--- src/rtl/hamming_display_ctrl.sv ---
// Display output stage for the Hamming(7,4) decoder: debounces the mode
// button and time-multiplexes two active-low 7-segment digits.
module hamming_display_ctrl #(
    parameter int DEBOUNCE_CYCLES = 1_000_000,
    parameter int REFRESH_CYCLES  = 100_000
) (
    input  logic       clk,
    input  logic       rst_n,
    input  logic       btn,
    input  logic [3:0] word_corr,
    input  logic [2:0] sindrome,
    output logic [6:0] seg,
    output logic [1:0] anodo,
    output logic       mode,
    output logic       btn_pulse
);

    localparam int CW = $clog2(DEBOUNCE_CYCLES);
    localparam int RW = $clog2(REFRESH_CYCLES);
    localparam logic [CW-1:0] CNT_LAST  = CW'(DEBOUNCE_CYCLES - 1);
    localparam logic [RW-1:0] RCNT_LAST = RW'(REFRESH_CYCLES - 1);
    localparam logic [6:0]    SEG_BLANK = 7'h7F;
    localparam logic [6:0]    SEG_E     = 7'b0000110;

    typedef enum logic [1:0] {
        IDLE      = 2'd0,
        WAIT_HIGH = 2'd1,
        PRESSED   = 2'd2,
        WAIT_LOW  = 2'd3
    } state_t;

    logic          r_sync1, r_sync2;
    logic          w_btn_s;
    state_t        r_state, w_state_nxt;
    logic [CW-1:0] r_cnt, w_cnt_nxt;
    logic          r_mode, w_mode_nxt;
    logic          r_pulse, w_pulse_nxt;
    logic [RW-1:0] r_rcnt;
    logic          r_sel;
    logic [6:0]    w_right, w_left, w_seg_nxt;
    logic [6:0]    r_seg;
    logic [1:0]    r_anodo;

    // Segment pattern {g..a}, active-low, for one hex nibble.
    function automatic logic [6:0] hex7(input logic [3:0] v);
        case (v)
            4'h0: hex7 = 7'b1000000;
            4'h1: hex7 = 7'b1111001;
            4'h2: hex7 = 7'b0100100;
            4'h3: hex7 = 7'b0110000;
            4'h4: hex7 = 7'b0011001;
            4'h5: hex7 = 7'b0010010;
            4'h6: hex7 = 7'b0000010;
            4'h7: hex7 = 7'b1111000;
            4'h8: hex7 = 7'b0000000;
            4'h9: hex7 = 7'b0010000;
            4'hA: hex7 = 7'b0001000;
            4'hB: hex7 = 7'b0000011;
            4'hC: hex7 = 7'b1000110;
            4'hD: hex7 = 7'b0100001;
            4'hE: hex7 = 7'b0000110;
            default: hex7 = 7'b0001110;
        endcase
    endfunction

    // Two-flop synchroniser for the asynchronous button.
    always_ff @(posedge clk or negedge rst_n) begin
        if (!rst_n) begin
            r_sync1 <= 1'b0;
            r_sync2 <= 1'b0;
        end else begin
            r_sync1 <= btn;
            r_sync2 <= r_sync1;
        end
    end

    assign w_btn_s = r_sync2;

    // Debounce FSM state, counter, mode and pulse registers.
    always_ff @(posedge clk or negedge rst_n) begin
        if (!rst_n) begin
            r_state <= IDLE;
            r_cnt   <= '0;
            r_mode  <= 1'b0;
            r_pulse <= 1'b0;
        end else begin
            r_state <= w_state_nxt;
            r_cnt   <= w_cnt_nxt;
            r_mode  <= w_mode_nxt;
            r_pulse <= w_pulse_nxt;
        end
    end

    // Debounce next-state: a level must hold DEBOUNCE_CYCLES more cycles to be accepted.
    always_comb begin
        w_state_nxt = r_state;
        w_cnt_nxt   = r_cnt;
        w_mode_nxt  = r_mode;
        w_pulse_nxt = 1'b0;
        case (r_state)
            IDLE: begin
                if (w_btn_s) begin
                    w_state_nxt = WAIT_HIGH;
                    w_cnt_nxt   = '0;
                end
            end
            WAIT_HIGH: begin
                if (!w_btn_s) begin
                    w_state_nxt = IDLE;
                end else if (r_cnt == CNT_LAST) begin
                    w_state_nxt = PRESSED;
                    w_pulse_nxt = 1'b1;
                    w_mode_nxt  = ~r_mode;
                end else begin
                    w_cnt_nxt = r_cnt + CW'(1);
                end
            end
            PRESSED: begin
                if (!w_btn_s) begin
                    w_state_nxt = WAIT_LOW;
                    w_cnt_nxt   = '0;
                end
            end
            WAIT_LOW: begin
                // A bounce back high during release is still the same press.
                if (w_btn_s) begin
                    w_state_nxt = PRESSED;
                end else if (r_cnt == CNT_LAST) begin
                    w_state_nxt = IDLE;
                end else begin
                    w_cnt_nxt = r_cnt + CW'(1);
                end
            end
            default: w_state_nxt = IDLE;
        endcase
    end

    // Refresh timer: sel flips each time rcnt wraps.
    always_ff @(posedge clk or negedge rst_n) begin
        if (!rst_n) begin
            r_rcnt <= '0;
            r_sel  <= 1'b0;
        end else if (r_rcnt == RCNT_LAST) begin
            r_rcnt <= '0;
            r_sel  <= ~r_sel;
        end else begin
            r_rcnt <= r_rcnt + RW'(1);
        end
    end

    // Digit content for the current view; sel=0 lights the right digit.
    always_comb begin
        w_right = hex7(word_corr);
        w_left  = SEG_BLANK;
        if (r_mode) begin
            w_right = hex7({1'b0, sindrome});
            w_left  = (sindrome != 3'd0) ? SEG_E : SEG_BLANK;
        end
        w_seg_nxt = r_sel ? w_left : w_right;
    end

    // Registered segment and anode drivers.
    always_ff @(posedge clk or negedge rst_n) begin
        if (!rst_n) begin
            r_seg   <= SEG_BLANK;
            r_anodo <= 2'b11;
        end else begin
            r_seg   <= w_seg_nxt;
            r_anodo <= r_sel ? 2'b01 : 2'b10;
        end
    end

    assign seg       = r_seg;
    assign anodo     = r_anodo;
    assign mode      = r_mode;
    assign btn_pulse = r_pulse;

endmodule
--- config.mk ---
export PLATFORM = sky130hd
export DESIGN_NAME = hamming_display_ctrl
export DESIGN_NICKNAME = d
export VERILOG_FILES = /design/src/rtl/hamming_display_ctrl.sv
export SDC_FILE = /design/constraint.sdc
export NUM_CORES = 1
export LEC_CHECK = 0
export ABC_AREA = 1
export BUFFER_PORTS_ARGS = -buffer_cell sky130_fd_sc_hd__buf_2
export CORE_ASPECT_RATIO = 1.75
export CORE_MARGIN = 4
export CORE_UTILIZATION = 25
export DETAILED_ROUTE_END_ITERATION = 10
export PLACE_DENSITY = 0.46
export SETUP_SLACK_MARGIN = 0.4
export SLEW_MARGIN = 20
export SYNTH_ARGS = -nofsm -noshare
export SYNTH_HDL_FRONTEND = slang
export SYNTH_SLANG_ARGS = --single-unit
--- constraint.sdc ---
create_clock -name clk -period 2.7 [get_ports clk]
set_input_delay 0.54 -clock clk [delete_from_list [all_inputs] [get_ports clk]]
set_output_delay 0.54 -clock clk [all_outputs]
set_load 0.02 [all_outputs]
## Yosys cells after proc, flatten, opt, wreduce, memory -nomap -nowiden

Memories as Yosys holds them, arrays and structs flattened.
Index checks and enable logic that the tools add are counted.

- Memories: 2
- Output and inout port bits: 11
- Bits in read-only memories: 168
- Bits in latches: 0
- Word-level logic and storage cells: 54
- Input port bits: 10
- Flip-flop bits (word level): 53
- Memory bits (writable): 0

- Bitwise gates (word level): 2
- $lt $le $gt $ge: 0
- Multipliers: 0
- Eq/ne operators: 11
- $add $sub $neg: 2
- Divide/modulo/power cells: 0
- Shifts and indexed selects: 0
- Mux-type cells: 22
- Reduce and logical (&&, ||, !) cells: 5

Memory list:

| memory | depth | bits a word | read ports | clocked after Yosys merged registers in | write ports | line | text |
|---|---|---|---|---|---|---|---|
| (name not given) | 16 | 7 | 1 | 0 | 0 | 46 | `case (v)` |
| (name not given) | 8 | 7 | 1 | 0 | 0 | 46 |  |

Operators with widths:

| cell | count |
|---|---|
| $mux 20 | 5 |
| $pmux 20 s4 | 1 |
| $mux 7 | 4 |
| $add 20x1->20 const B | 1 |
| $eq 20x20->1 const B | 1 |
| $add 17x1->17 const B | 1 |
| $eq 17x17->1 const B | 1 |
| $mux 17 | 1 |
| $mux 2 | 7 |
| $ne 2x2->1 const B | 4 |
| $pmux 2 s4 | 1 |
| $reduce_and 4->1 | 2 |
| $ne 3x3->1 const B | 2 |
| $eq 2x2->1 const B | 2 |
| $mux 1 | 3 |
| $reduce_and 3->1 | 1 |
| $reduce_bool 3->1 | 1 |
| $eq 2x1->1 const B | 1 |
| $logic_not 2->1 | 1 |
| $not 1->1 | 2 |

## Depth between registers and ports, before layout

- Depth in word-level cells: 4
- Mapped depth: 10
- Depth with buffers taken out: 9

## Least setup slack after synthesis

OpenSTA, ideal clock, no wires.

- Path kind: register to register
- Start point: register r_cnt[0]
- End point: register r_cnt[17]
- Arrival: 1.480 ns
- Library setup time: 0.119 ns
- Path buffers: 1
- Cell stages (with the launch flop): 10
- Clock period less this slack: 1.598 ns
- Setup slack: 1.102 ns
- Data required time: 2.581 ns
- Cell sequence: dfrtp_1 > ha_1 > nand3_2 > nor2_1 > nand3_2 > nor2_4 > nor2_4 > buf_4 > nand4_1 > nand2_1

- Longest elaborated chain between the ends: 4
- Elaborated cells between the ends (all ways): 6
- Classes of those cells: add/sub: 1; eq/ne: 1; mux: 4

RTL lines:

| item | line | text |
|---|---|---|
| start, declared | 35 | `logic [CW-1:0] r_cnt, w_cnt_nxt;` |
| start signal, assigned | 88 | `r_cnt <= w_cnt_nxt;` |
| $add 20x1->20 or $eq 20x20->1 (tied branches) | n/a |  |
| $mux 20 (*) | 110, 128 |  |
| $mux 20 (on tied branches) | 126, 108 |  |
| $pmux 20 s4 (*) | 100 | `case (r_state)` |

Mark *: on every way between the ends. The rest lies on a longest branch, timed or not. The select of a mux whose other input is x is not followed.
A chain may end at the register's enable or synchronous reset.

## Worst setup path in the final report

- Start point: register r_cnt[0]
- End point: register r_cnt[6]

Same word-level chain as after synthesis.

==> flow_summary.json <==
{
  "grt_pass1_vias": 2978,
  "power_leakage_nw": 1.671,
  "gp_congestion": 0.8554,
  "drt-initial-drc-count": 97,
  "route.antenna.remaining_nets": 0,
  "end_kind": "register",
  "tightestPinTransition_ps": 419.5,
  "numPortBuffers": 20,
  "clockBufferDepth": 2,
  "seq_area_frac_synth": 0.4145,
  "swShare": 0.2423,
  "critical_path.cell_chain": "ha_1 > nand3_2 > nor2_1 > nand3_2 > nor2_4 > nor2_4 > inv_6 > nand2_1 > o21ai_0",
  "std_cell_rows": 54,
  "cp.arrival_ps": 2060,
  "cts_max_level": 2,
  "grt_start_max_net_pins": 28,
  "setup_viol": 0,
  "fin_ws_ps": 816.9,
  "start_util": 0.2568,
  "max_cap_violations": 0,
  "nets": 473,
  "syn_avg_cell_area_um2": 7.539,
  "cp_max_fo": 27,
  "r2r_slack_ps": 820,
  "grt_setup_unrepaired": "no",
  "synth_area_mm2": 0.003227,
  "synth-edff-count": 0,
  "finalHoldViolCount": 0,
  "syn_inst": 428,
  "dieArea_mm2": 0.01486,
  "p_int_mw": 1.200,
  "path_class": "reg -> reg",
  "synth_seq_cells": 53,
  "worst_ep_required_time_ps": 2870,
  "netlist.area_leader.share": 0.3412,
  "synth_area_leaders": "dfrtp_1, nand2_1, dfstp_2",
  "die_w_um": 93.88,
  "dr_total_vias": 2763,
  "cts_resized": 0,
  "finClkSkew_ps": 8.582,
  "core_area_mm2": 0.01257,
  "insertion_delay_ps": 290,
  "wire_per_inst_um": 13.01,
  "grt_usage": 0.1196,
  "die_h_um": 158.3,
  "via_per_inst": 4.464,
  "timing.fmax_ghz": 0.5310,
  "yosysWarnings": 0,
  "max_stage_delay_ps": 430,
  "power_switching_uw": 383.6,
  "area_growth_pct": 12.72,
  "synth.most_common_cell": "nand2_1",
  "cp_num_buf_inv": 1,
  "cts_tree": "built",
  "pin_count": 21,
  "drive_above_1_share": 0.1109,
  "hold_ws_ps": 157.8,
  "antenna_found_initial": 0,
  "slew_headroom": 0.7196,
  "globalRoute.totalOverflow": 0,
  "hp-class": "in -> async",
  "first_pass_iters": 4,
  "cts_setup_buffers": 0,
  "p_clk_frac": 0.395,
  "grt_pass1_wl_mm": 13.88,
  "yosysTopAreaCell": "dfrtp_1",
  "yosys-top-cells-count": "nand2_1, nor2_1, inv_1, dfrtp_1, nand3_1",
  "critPathLaunchType": "register",
  "postCtsHoldBufs": 0,
  "ir_drop_uv": 211.4,
  "fin_crit_ps": 1883,
  "drc_errors": 0,
  "clkSinkCount": 53,
  "hpwl_mm": 6.391,
  "utilization": 0.2894,
  "fin_tns_setup_ps": 0,
  "crit_slowest_cell": "dfrtp_1",
  "antennaDiodeCount": 0,
  "ys_async_sr_fraction": 1.000,
  "comb_power_share": 0.081,
  "cts_buffers": 5,
  "place_ws_ps": 807.6,
  "clk_pin_slew_ps": 70,
  "slew_violations": 0,
  "worst_r2r_path_depth": 9,
  "cts_root_buf": "clkbuf_16",
  "synth.distinct_cells": 32,
  "path_delay_family": "simple AND/OR/NAND/NOR gates",
  "period_share": 0.6975,
  "path_depth": 9,
  "syn_nets": 451,
  "status": "completed",
  "synthFlopType": "dfrtp_1",
  "finalWirelength_mm": 8.051,
  "seqPwrFrac": 0.523,
  "p_per_area_mw_per_mm2": 435.3
}
[sequential cells by signal, summed over array words and instances (netlist names), named ones only]
| register | flops |
|---|---|
| r_sync2 | 1 |
| r_cnt | 20 |
| mode | 1 |
| r_sync1 | 1 |
| btn_pulse | 1 |
| r_state | 1 |
| r_rcnt | 17 |
| r_sel | 1 |
| seg | 7 |
| anodo | 2 |
[path summary, 6_finish.rpt]
| check | from | endpoint |
|---|---|---|
| min in group clk | btn | r_sync1$_DFF_PN0_ |
| max | r_cnt[0]$_DFFE_PN0P_ | r_cnt[6]$_DFFE_PN0P_ |
| max reg2reg | r_cnt[0]$_DFFE_PN0P_ | r_cnt[6]$_DFFE_PN0P_ |
| min reg2reg | r_sync1$_DFF_PN0_ | r_sync2$_DFF_PN0_ |
| min | rst_n | r_rcnt[12]$_DFF_PN0_ |
| max in group asynchronous | rst_n | seg[1]$_DFF_PN1_ |
[routing by layer]
metal  up-vias  track usage  routed length [um]
li1       1420            -                   -
met1      1301       0.1100                2851
met2        27       0.2457                4783
met3        15      0.01466                 129
met4         0      0.06198                 286
met5         -            0                   0
[power by group through the flow]
stage	sequential [mW]	clock (mW)	combinational [mW]
after CTS	0.829	0.664	0.133
final	0.829	0.626	0.128
after global routing	0.830	0.697	0.148
after detailed placement	0.844	0	0.132
after floorplan	0.854	0	0.0674
after global placement	0.844	0	0.130
[stage by stage]
step                power [mW]  area (um^2)  instances
floorplan               0.9218         3227        428
global placement        0.9740         3500        611
detailed placement      0.9761         3500        611
CTS                      1.626         3637        619
global route             1.676         3637        619
finish                   1.583         3637        619
[worst reg2reg max path, cell delays in order, from the launching register on]
cell	delay, ps
dfrtp_1	430
ha_1	310
nand3_2	140
nor2_1	70
nand3_2	80
nor2_4	50
nor2_4	340
inv_6	170
nand2_1	90
o21ai_0	80
[cells by family (layout without fill, tap and decap cells)]
group / Yosys count / in the layout / share of synthesized area
XOR/XNOR: 17 / 17 / 0.04614
AO/OA/AOI/OAI: 46 / 46 / 0.08957
flip-flops: 53 / 53 / 0.4145
AND/OR/NAND/NOR: 237 / 237 / 0.3164
buffers and inverters: 62 / 85 / 0.08298
adder cells (fa/ha/maj): 13 / 13 / 0.05041
[final cells by class]
cell class	count	area [um^2]
Multi-Input combinational cell	313	1622
Sequential cell	53	1338
Clock buffer	7	132.6
Timing Repair Buffer	23	122.6
Inverter	54	207.7
Clock inverter	1	5.005
Tap cell	168	210.2
Fill cell	1433	8930
[placed cells by master, fill, tap and decap left out, types with 5 or more instances in the layout]
cell type,Yosys,final
nor2_1,58,58
o21ai_2,5,5
dfstp_2,9,9
ha_1,13,13
inv_1,52,52
dfrtp_1,44,44
o221ai_1,5,5
o21ai_0,19,19
nand2_1,114,114
nand3_1,35,35
xor2_1,15,15
a21oi_1,9,9
nand4_1,18,18
clkbuf_16,0,5
buf_2,2,20
Power figures use the tool's default switching activity.
